File: config.mk
export PLATFORM = sky130hd
export DESIGN_NAME = uart_rx_buffered
export DESIGN_NICKNAME = d
export VERILOG_FILES = /design/src/rtl/uart_pkg.sv /design/src/rtl/byte_fifo.sv /design/src/rtl/uart_rx_buffered.sv
export SDC_FILE = /design/constraint.sdc
export NUM_CORES = 1
export LEC_CHECK = 0
export CORE_MARGIN = 2
export CORE_UTILIZATION = 45
export DETAILED_ROUTE_END_ITERATION = 8
export GPL_ROUTABILITY_DRIVEN = 0
export RECOVER_POWER = 100
export REMOVE_ABC_BUFFERS = 1
export SKIP_CTS_REPAIR_TIMING = 1
export SYNTH_ARGS = -nofsm -noshare
export SYNTH_HDL_FRONTEND = slang
export SYNTH_SLANG_ARGS = --single-unit
File: constraint.sdc
create_clock -name clk -period 5.9 [get_ports clk]
set_input_delay 1.18 -clock clk [delete_from_list [all_inputs] [get_ports clk]]
set_output_delay 1.18 -clock clk [all_outputs]
set_load 0.01 [all_outputs]
File: src/rtl/uart_pkg.sv
// Shared types and default baud constants for the buffered UART receiver.
package uart_pkg;

   localparam int unsigned DEFAULT_HALF_INTERVAL = 433;
   localparam int unsigned DEFAULT_INTERVAL      = 868;
   localparam int unsigned BYTE_W                = 8;

   typedef enum logic [2:0] {
      IDLE,
      START,
      DATA,
      STOP,
      BREAK
   } rx_state_t;

endpackage

File: src/rtl/byte_fifo.sv
// Synchronous show-ahead FIFO; fullness and emptiness come from the registered count.
module byte_fifo
   import uart_pkg::*;
#(
   parameter int unsigned DATA_WIDTH = BYTE_W,
   parameter int unsigned ADDR_WIDTH = 4
) (
   input  logic                  clk,
   input  logic                  reset,
   input  logic                  push,
   input  logic [DATA_WIDTH-1:0] push_data,
   output logic                  full,
   input  logic                  pop,
   output logic [DATA_WIDTH-1:0] pop_data,
   output logic                  empty
);

   localparam int unsigned DEPTH = 1 << ADDR_WIDTH;
   localparam int unsigned CNT_W = ADDR_WIDTH + 1;

   logic [DATA_WIDTH-1:0] mem [DEPTH];
   logic [ADDR_WIDTH-1:0] wr_ptr;
   logic [ADDR_WIDTH-1:0] rd_ptr;
   logic [CNT_W-1:0]      count;
   logic                  do_push;
   logic                  do_pop;

   assign full     = (count == CNT_W'(DEPTH));
   assign empty    = (count == '0);
   assign do_push  = push && !full;
   assign do_pop   = pop && !empty;
   assign pop_data = mem[rd_ptr];

   // A push while full is dropped even if a pop happens in the same cycle.
   always_ff @(posedge clk or posedge reset) begin
      if (reset) begin
         for (int unsigned i = 0; i < DEPTH; i++) begin
            mem[i] <= '0;
         end
         wr_ptr <= '0;
         rd_ptr <= '0;
         count  <= '0;
      end else begin
         if (do_push) begin
            mem[wr_ptr] <= push_data;
            wr_ptr      <= wr_ptr + 1'b1;
         end
         if (do_pop) begin
            rd_ptr <= rd_ptr + 1'b1;
         end
         count <= count + CNT_W'(do_push) - CNT_W'(do_pop);
      end
   end

endmodule

File: src/rtl/uart_rx_buffered.sv
// 8N1 UART receiver: pin synchroniser, baud-counter deserialiser and a byte FIFO
// drained by the core with a valid/ready handshake.
module uart_rx_buffered
   import uart_pkg::*;
#(
   parameter int unsigned HALF_INTERVAL   = DEFAULT_HALF_INTERVAL,
   parameter int unsigned INTERVAL        = DEFAULT_INTERVAL,
   parameter int unsigned FIFO_ADDR_WIDTH = 4
) (
   input  logic       clk,
   input  logic       reset,
   input  logic       uart_rx,
   output logic [7:0] out_data,
   output logic       out_valid,
   input  logic       out_ready,
   output logic       frame_error,
   output logic       overrun
);

   localparam int unsigned CNT_W = $clog2(INTERVAL);
   // Counter is cleared on the IDLE exit, so it reads HALF_INTERVAL-1 at t0+HALF_INTERVAL.
   localparam logic [CNT_W-1:0] HALF_LAST = CNT_W'(HALF_INTERVAL - 1);
   localparam logic [CNT_W-1:0] BIT_LAST  = CNT_W'(INTERVAL - 1);

   logic [1:0]       sync;
   logic             rx_s;
   rx_state_t        state;
   logic [CNT_W-1:0] cnt;
   logic [2:0]       bit_idx;
   logic [7:0]       shift;
   logic             push;
   logic             pop;
   logic             full;
   logic             empty;

   assign rx_s      = sync[1];
   assign push      = (state == STOP) && (cnt == BIT_LAST) && rx_s;
   assign pop       = out_valid && out_ready;
   assign out_valid = !empty;

   always_ff @(posedge clk or posedge reset) begin
      if (reset) begin
         sync <= 2'b11;
      end else begin
         sync <= {sync[0], uart_rx};
      end
   end

   always_ff @(posedge clk or posedge reset) begin
      if (reset) begin
         state       <= IDLE;
         cnt         <= '0;
         bit_idx     <= '0;
         shift       <= '0;
         frame_error <= 1'b0;
         overrun     <= 1'b0;
      end else begin
         frame_error <= 1'b0;
         overrun     <= 1'b0;
         case (state)
            IDLE: begin
               if (!rx_s) begin
                  cnt   <= '0;
                  state <= START;
               end
            end
            START: begin
               cnt <= cnt + 1'b1;
               if (cnt == HALF_LAST) begin
                  if (!rx_s) begin
                     cnt     <= '0;
                     bit_idx <= '0;
                     state   <= DATA;
                  end else begin
                     state <= IDLE;
                  end
               end
            end
            DATA: begin
               cnt <= cnt + 1'b1;
               if (cnt == BIT_LAST) begin
                  shift   <= {rx_s, shift[7:1]};
                  cnt     <= '0;
                  bit_idx <= bit_idx + 1'b1;
                  if (bit_idx == 3'd7) begin
                     state <= STOP;
                  end
               end
            end
            STOP: begin
               cnt <= cnt + 1'b1;
               if (cnt == BIT_LAST) begin
                  cnt <= '0;
                  if (rx_s) begin
                     overrun <= full;
                     state   <= IDLE;
                  end else begin
                     frame_error <= 1'b1;
                     state       <= BREAK;
                  end
               end
            end
            BREAK: begin
               // A held-low line must return high before a new frame is accepted.
               if (rx_s) begin
                  state <= IDLE;
               end
            end
            default: state <= IDLE;
         endcase
      end
   end

   byte_fifo #(
      .DATA_WIDTH (BYTE_W),
      .ADDR_WIDTH (FIFO_ADDR_WIDTH)
   ) u_fifo (
      .clk       (clk),
      .reset     (reset),
      .push      (push),
      .push_data (shift),
      .full      (full),
      .pop       (pop),
      .pop_data  (out_data),
      .empty     (empty)
   );

endmodule

==> results_dict.tcl, run 1 <==
set metrics [dict create \
    nNetsFinal 564 \
    area_growth_syn_to_layout_pct 9.68 \
    yosysMostFrequentCell "dfrtp_1" \
    finalSetupViolCount 0 \
    r2r-end "u_fifo.count[4]$_DFF_PP0_" \
    slowest_delay_ns 0.93 \
    numPortBuffers 14 \
    cp_cell_sequence "clkbuf_1 > mux4_2 > mux4_2 > clkdlybuf4s50_1" \
    drv_slew 88 \
    relSlewSlack_pct -118 \
    grt_pass1_wl_mm 26.6 \
    violations "capacitance limit, slew limit" \
    die_height_um 137 \
    crit_type "reg -> out" \
    antenna_found_initial 0 \
    clkLatencyLatePin_ns 0.42 \
    yosysWarnings 0 \
    synthTopCellsByArea "dfrtp_1, mux2_2, mux4_2" \
    worst_hold_path_type "reg -> reg" \
    synth_edf_count 0 \
    critical_path.max_fanout 18 \
    yosysSeqAreaShare_pct 53.1 \
    drive_gt1_share_pct 38.4 \
    synth_top_area_share_pct 52.5 \
    power_density_nw_per_um2 315 \
    min_to "sync[1]$_DFF_PP1_" \
    arrival_ns 3.84 \
    post-synth-top-area-cell "dfrtp_1" \
    min_period_over_period_pct 85.1 \
    initial_core_util_pct 46.1 \
    h-tree-depth 4 \
    vias 4483 \
    hold_viol 0 \
    seqCellArea_um2 4230 \
    cp_top_family "buffers and inverters" \
    clk_pin_slew_ns 0.06 \
    num_rows 48 \
    die_w_um 137 \
    cellLeakagePower_nw 4.17 \
    drc_errors 0 \
    grt_max_degree 88 \
    status "complete, but fails checks" \
    first_pass_iters 4 \
    slowest_stage "clkbuf_1" \
    synth_seq_cells 169 \
    ctsRootBufferMaster "clkbuf_16" \
    fill_cells 1493 \
    cts_buffers 17 \
    worstPathRequired_ns 4.72 \
    tns_ns 0 \
    finalHoldWorstSlack_ns 0.358 \
    core-area_um2 17300 \
    grt-ovfl-total 0 \
    grt_pass1_vias 4659 \
    cts.sinks 169 \
    holdPathStages 0 \
    io_pins 15 \
    drtIter0Drc 245 \
    final.min_clock_period_ns 5.02 \
    fin_util_pct 50.5 \
    cp-end-kind "primary output" \
    dieArea_um2 18800 \
    wire_per_inst_um 21.5 \
    netlist_area_um2 7970 \
    rrSetupSlack_ns 2.79 \
    syn_avg_cell_area_um2 14.8 \
    min-delay-start "sync[0]$_DFF_PP1_" \
    clock_skew_ns 0.00735 \
    synth_async_sr_flop_share_pct 100 \
    clock_path_buffers 2 \
    tightest_slew_ns 3.26 \
    timing.rr.start "u_fifo.count[2]$_DFF_PP0_" \
    synthFlopType "dfrtp_1" \
    max-cap-violations 1 \
    ir_drop_uv 220 \
    rsz0062_at_grt "false" \
    multi_input_area_um2 3420 \
    via_per_inst 5.75 \
    ant_nets 0 \
    dp_hpwl_mm 10.7 \
    grtUsageTotal_pct 19.4 \
    reg2reg_depth 12 \
    timing.critical_path.mode_cell "mux4_2" \
    fmax_mhz 199 \
    cp-start-kind "flip-flop" \
    wl_mm 16.8 \
    diodes 0 \
    synth_top_cells_by_count "dfrtp_1, mux2_2, mux4_2" \
    synth_cell_types 42 \
    synth_cells 537 \
    cts_tree "built" \
    critPathBufInv 2 \
]
## logic make-up (layout without fill, tap and decap cells)
group | after synthesis | after routing | share of synthesized area [%]
buffers and inverters | 46 | 64 | 2.53
DFF | 169 | 169 | 53.1
adders and majority gates | 16 | 16 | 2.61
and+or+nand+nor | 85 | 85 | 7.08
xor gates and xnor gates | 12 | 12 | 1.32
AOI/OAI and AO/OA | 29 | 29 | 2.28
muxes | 180 | 180 | 31.1
## layer usage
metal,routed length (um),vias up,global-route usage (%)
met5,0,-,0
met4,213,0,6.13
met3,582,17,3.48
met2,8430,92,32.0
met1,7570,2376,26.2
li1,-,1998,-
## report_power, final
part | total [mW] | internal, mW | switching, mW
sequential | 1.34 | 1.19 | 0.145
combinational | 0.309 | 0.182 | 0.126
clock | 1.10 | 0.663 | 0.439
total | 2.75 | 2.04 | 0.711
## how the worst max path moves through the flow
stage | from | to | slack [ns] | cells past startpoint
2_1_floorplan | reset | bit_idx[0]$_DFFE_PP0P_ | 0.15 | 1
6_report | u_fifo.rd_ptr[1]$_DFFE_PP0P_ | out_data[6] | 0.88 | 4
5_1_grt | u_fifo.rd_ptr[1]$_DFFE_PP0P_ | out_data[6] | 0.65 | 4
4_1_cts | u_fifo.rd_ptr[1]$_DFFE_PP0P_ | out_data[6] | 1.37 | 4
3_3_place_gp | u_fifo.rd_ptr[1]$_DFFE_PP0P_ | out_data[3] | 1.91 | 4
3_5_place_dp | u_fifo.rd_ptr[1]$_DFFE_PP0P_ | out_data[6] | 1.82 | 4
## area by class of cell
cell class,instances,area share (%)
Sequential cell,169,48.5
Multi-Input combinational cell,322,39.1
Clock inverter,7,1.06
Timing Repair Buffer,17,1.82
Tap cell,225,3.22
Clock buffer,23,5.59
Inverter,17,0.730
## placed cells by master (no fill, tap or decap), types with 7 or more instances in the layout
cell / count
nand3_1: 19
xnor2_1: 8
mux4_2: 40
nand4_1: 8
nor2_1: 14
nand2_1: 21
clkbuf_16: 17
o21ai_0: 7
a21oi_1: 10
inv_1: 17
ha_1: 15
mux2_2: 137
dfrtp_1: 166
dlygate4sd3_1: 9
## state kept, by name (all words and copies together) (netlist names)
name / flops
u_fifo.count: 5
u_fifo.mem: 128
u_fifo.wr_ptr: 4
frame_error: 1
state: 3
u_fifo.rd_ptr: 4
overrun: 1
bit_idx: 3
cnt: 10
sync: 2
shift: 8
## through the flow
stage	worst slack (ns)	power (mW)	instance area (um^2)	std cells
final	0.881	2.75	8740	780
after global routing	0.651	2.88	8740	780
after detailed placement	1.82	1.68	8280	750
after CTS	1.37	2.79	8860	780
after global placement	1.91	1.66	8280	750
after floorplan	0.148	1.58	7830	508
Power figures use the tool's default switching activity.
==> inputs of run 2 (changes only) <==
--- a/config.mk
+++ b/config.mk
@@ -5,7 +5,6 @@
 export SDC_FILE = /design/constraint.sdc
 export NUM_CORES = 1
 export LEC_CHECK = 0
-export CORE_MARGIN = 2
 export CORE_UTILIZATION = 45
 export DETAILED_ROUTE_END_ITERATION = 8
 export GPL_ROUTABILITY_DRIVEN = 0
==> run 2 against run 1 <==
  * The flow still finishes with violations (capacitance limit, slew limit)
  * Critical path depth did not move
  * Sequential share of layout area fell by 0.65 points
  * Register-to-register slack improved by 0.03 ns
  * Sequential cell count did not move
==> results_dict.tcl, run 2 (synthesized netlist as in run 1, its figures left out) <==
set metrics [dict create \
    status "complete, but fails checks" \
    violations "capacitance limit, slew limit" \
    arrival_ns 3.34 \
    area_growth_syn_to_layout_pct 11.2 \
    ant_nets 0 \
    worst_hold_path_type "reg -> reg" \
    grtUsageTotal_pct 20.8 \
    fmax_mhz 221 \
    vias 4474 \
    min_period_over_period_pct 76.6 \
    crit_type "reg -> out" \
    tightest_slew_ns 2.98 \
    grt_pass1_wl_mm 27.6 \
    via_per_inst 5.72 \
    initial_core_util_pct 46.1 \
    num_rows 48 \
    cp_top_family "buffers and inverters" \
    stdcell_count 782 \
    nNetsFinal 564 \
    grt_max_degree 69 \
    slowest_stage "dfrtp_1" \
    worstPathRequired_ns 4.72 \
    wire_per_inst_um 21.6 \
    die_w_um 135 \
    largest_reg_flops 128 \
    grt-ovfl-total 0 \
    drive_gt1_share_pct 39.3 \
    clock_path_buffers 2 \
    final_cell_mix "dfrtp_1, mux2_2, mux4_2, nand2_1, nand3_1" \
    drv_slew 69 \
    critical_path.max_fanout 20 \
    diodes 0 \
    critPathBufInv 2 \
    cellLeakagePower_nw 4.25 \
    wl_mm 16.9 \
    max-cap-violations 1 \
    timing.critical_path.mode_cell "mux4_2" \
    mostFrequentLayoutCell "dfrtp_1" \
    relSlewSlack_pct -99.7 \
    rsz0062_at_grt "false" \
    ir_drop_uv 245 \
    power_density_nw_per_um2 333 \
    placedCellCount 750 \
    drc_errors 0 \
    p_total_mw 2.95 \
    cts.sinks 169 \
    tns_ns 0 \
    h-tree-depth 4 \
    top_register "u_fifo.mem" \
    cp-end-kind "primary output" \
    core-area_um2 17300 \
    hold_viol 0 \
    reg.largest.list "u_fifo.mem: 128 flops, cnt: 10 flops, shift: 8 flops" \
    cp_cell_sequence "buf_4 > mux4_2 > mux4_2 > dlygate4sd3_1" \
    first_pass_iters 4 \
    clock_skew_ns 0.00990 \
    cp-start-kind "flip-flop" \
    clk_pin_slew_ns 0.06 \
    dieArea_um2 18200 \
    numPortBuffers 14 \
    clkLatencyLatePin_ns 0.43 \
    cts_buffers 17 \
    dp_hpwl_mm 10.8 \
    die_height_um 135 \
    antenna_found_initial 0 \
    slowest_delay_ns 0.80 \
    final.min_clock_period_ns 4.52 \
    fin_util_pct 51.2 \
    cts_tree "built" \
    finalSetupViolCount 0 \
    grt_pass1_vias 4786 \
    io_pins 15 \
    ctsRootBufferMaster "clkbuf_16" \
    drtIter0Drc 268 \
]
-- run 2: cell type report --
class                           instances  area [um^2]
Clock buffer                           19          453
Timing Repair Buffer                   17          158
Clock inverter                         13          246
Fill cell                            1442         8440
Sequential cell                       169         4230
Tap cell                              225          282
Inverter                               17         65.1
Multi-Input combinational cell        322         3420
-- run 2: path summary, 6_finish.rpt --
check	cells after the start	slack, ns	end	start
hold reg to reg	0	0.36	sync[1]$_DFF_PP1_	sync[0]$_DFF_PP1_
min in group asynchronous	2	2.06	u_fifo.mem[20]$_DFFE_PP0P_	reset
max in group asynchronous	3	1.55	u_fifo.mem[6]$_DFFE_PP0P_	reset
setup reg to reg	12	2.82	u_fifo.count[4]$_DFF_PP0_	u_fifo.count[3]$_DFF_PP0_
hold / removal	0	0.36	sync[1]$_DFF_PP1_	sync[0]$_DFF_PP1_
setup / recovery	4	1.38	out_data[0]	u_fifo.rd_ptr[1]$_DFFE_PP0P_
-- run 2: metrics by stage --
step / hold slack (ns) / setup WS [ns] / cell area [um^2]
5_1_grt: 0.360 / 0.873 / 8850
6_report: 0.356 / 1.38 / 8850
4_1_cts: 0.359 / 1.47 / 8980
3_5_place_dp: 0.350 / 1.93 / 8280
3_3_place_gp: 0.348 / 2.04 / 8280
2_1_floorplan: 0.345 / 0.148 / 7830
-- run 2: power by group --
group          internal [mW]  switching, mW
sequential              1.19          0.138
combinational          0.181          0.125
clock                  0.857          0.452
total                   2.23          0.716
-- run 2: metal layers --
layer / GRT usage (%) / up-vias / part of all wire, %
met1: 27.1 / 2380 / 44
met2: 34.7 / 84 / 51
met5: 0 / - / 0
met4: 6.68 / 0 / 1.6
met3: 4.39 / 18 / 3.3
li1: - / 1992 / -
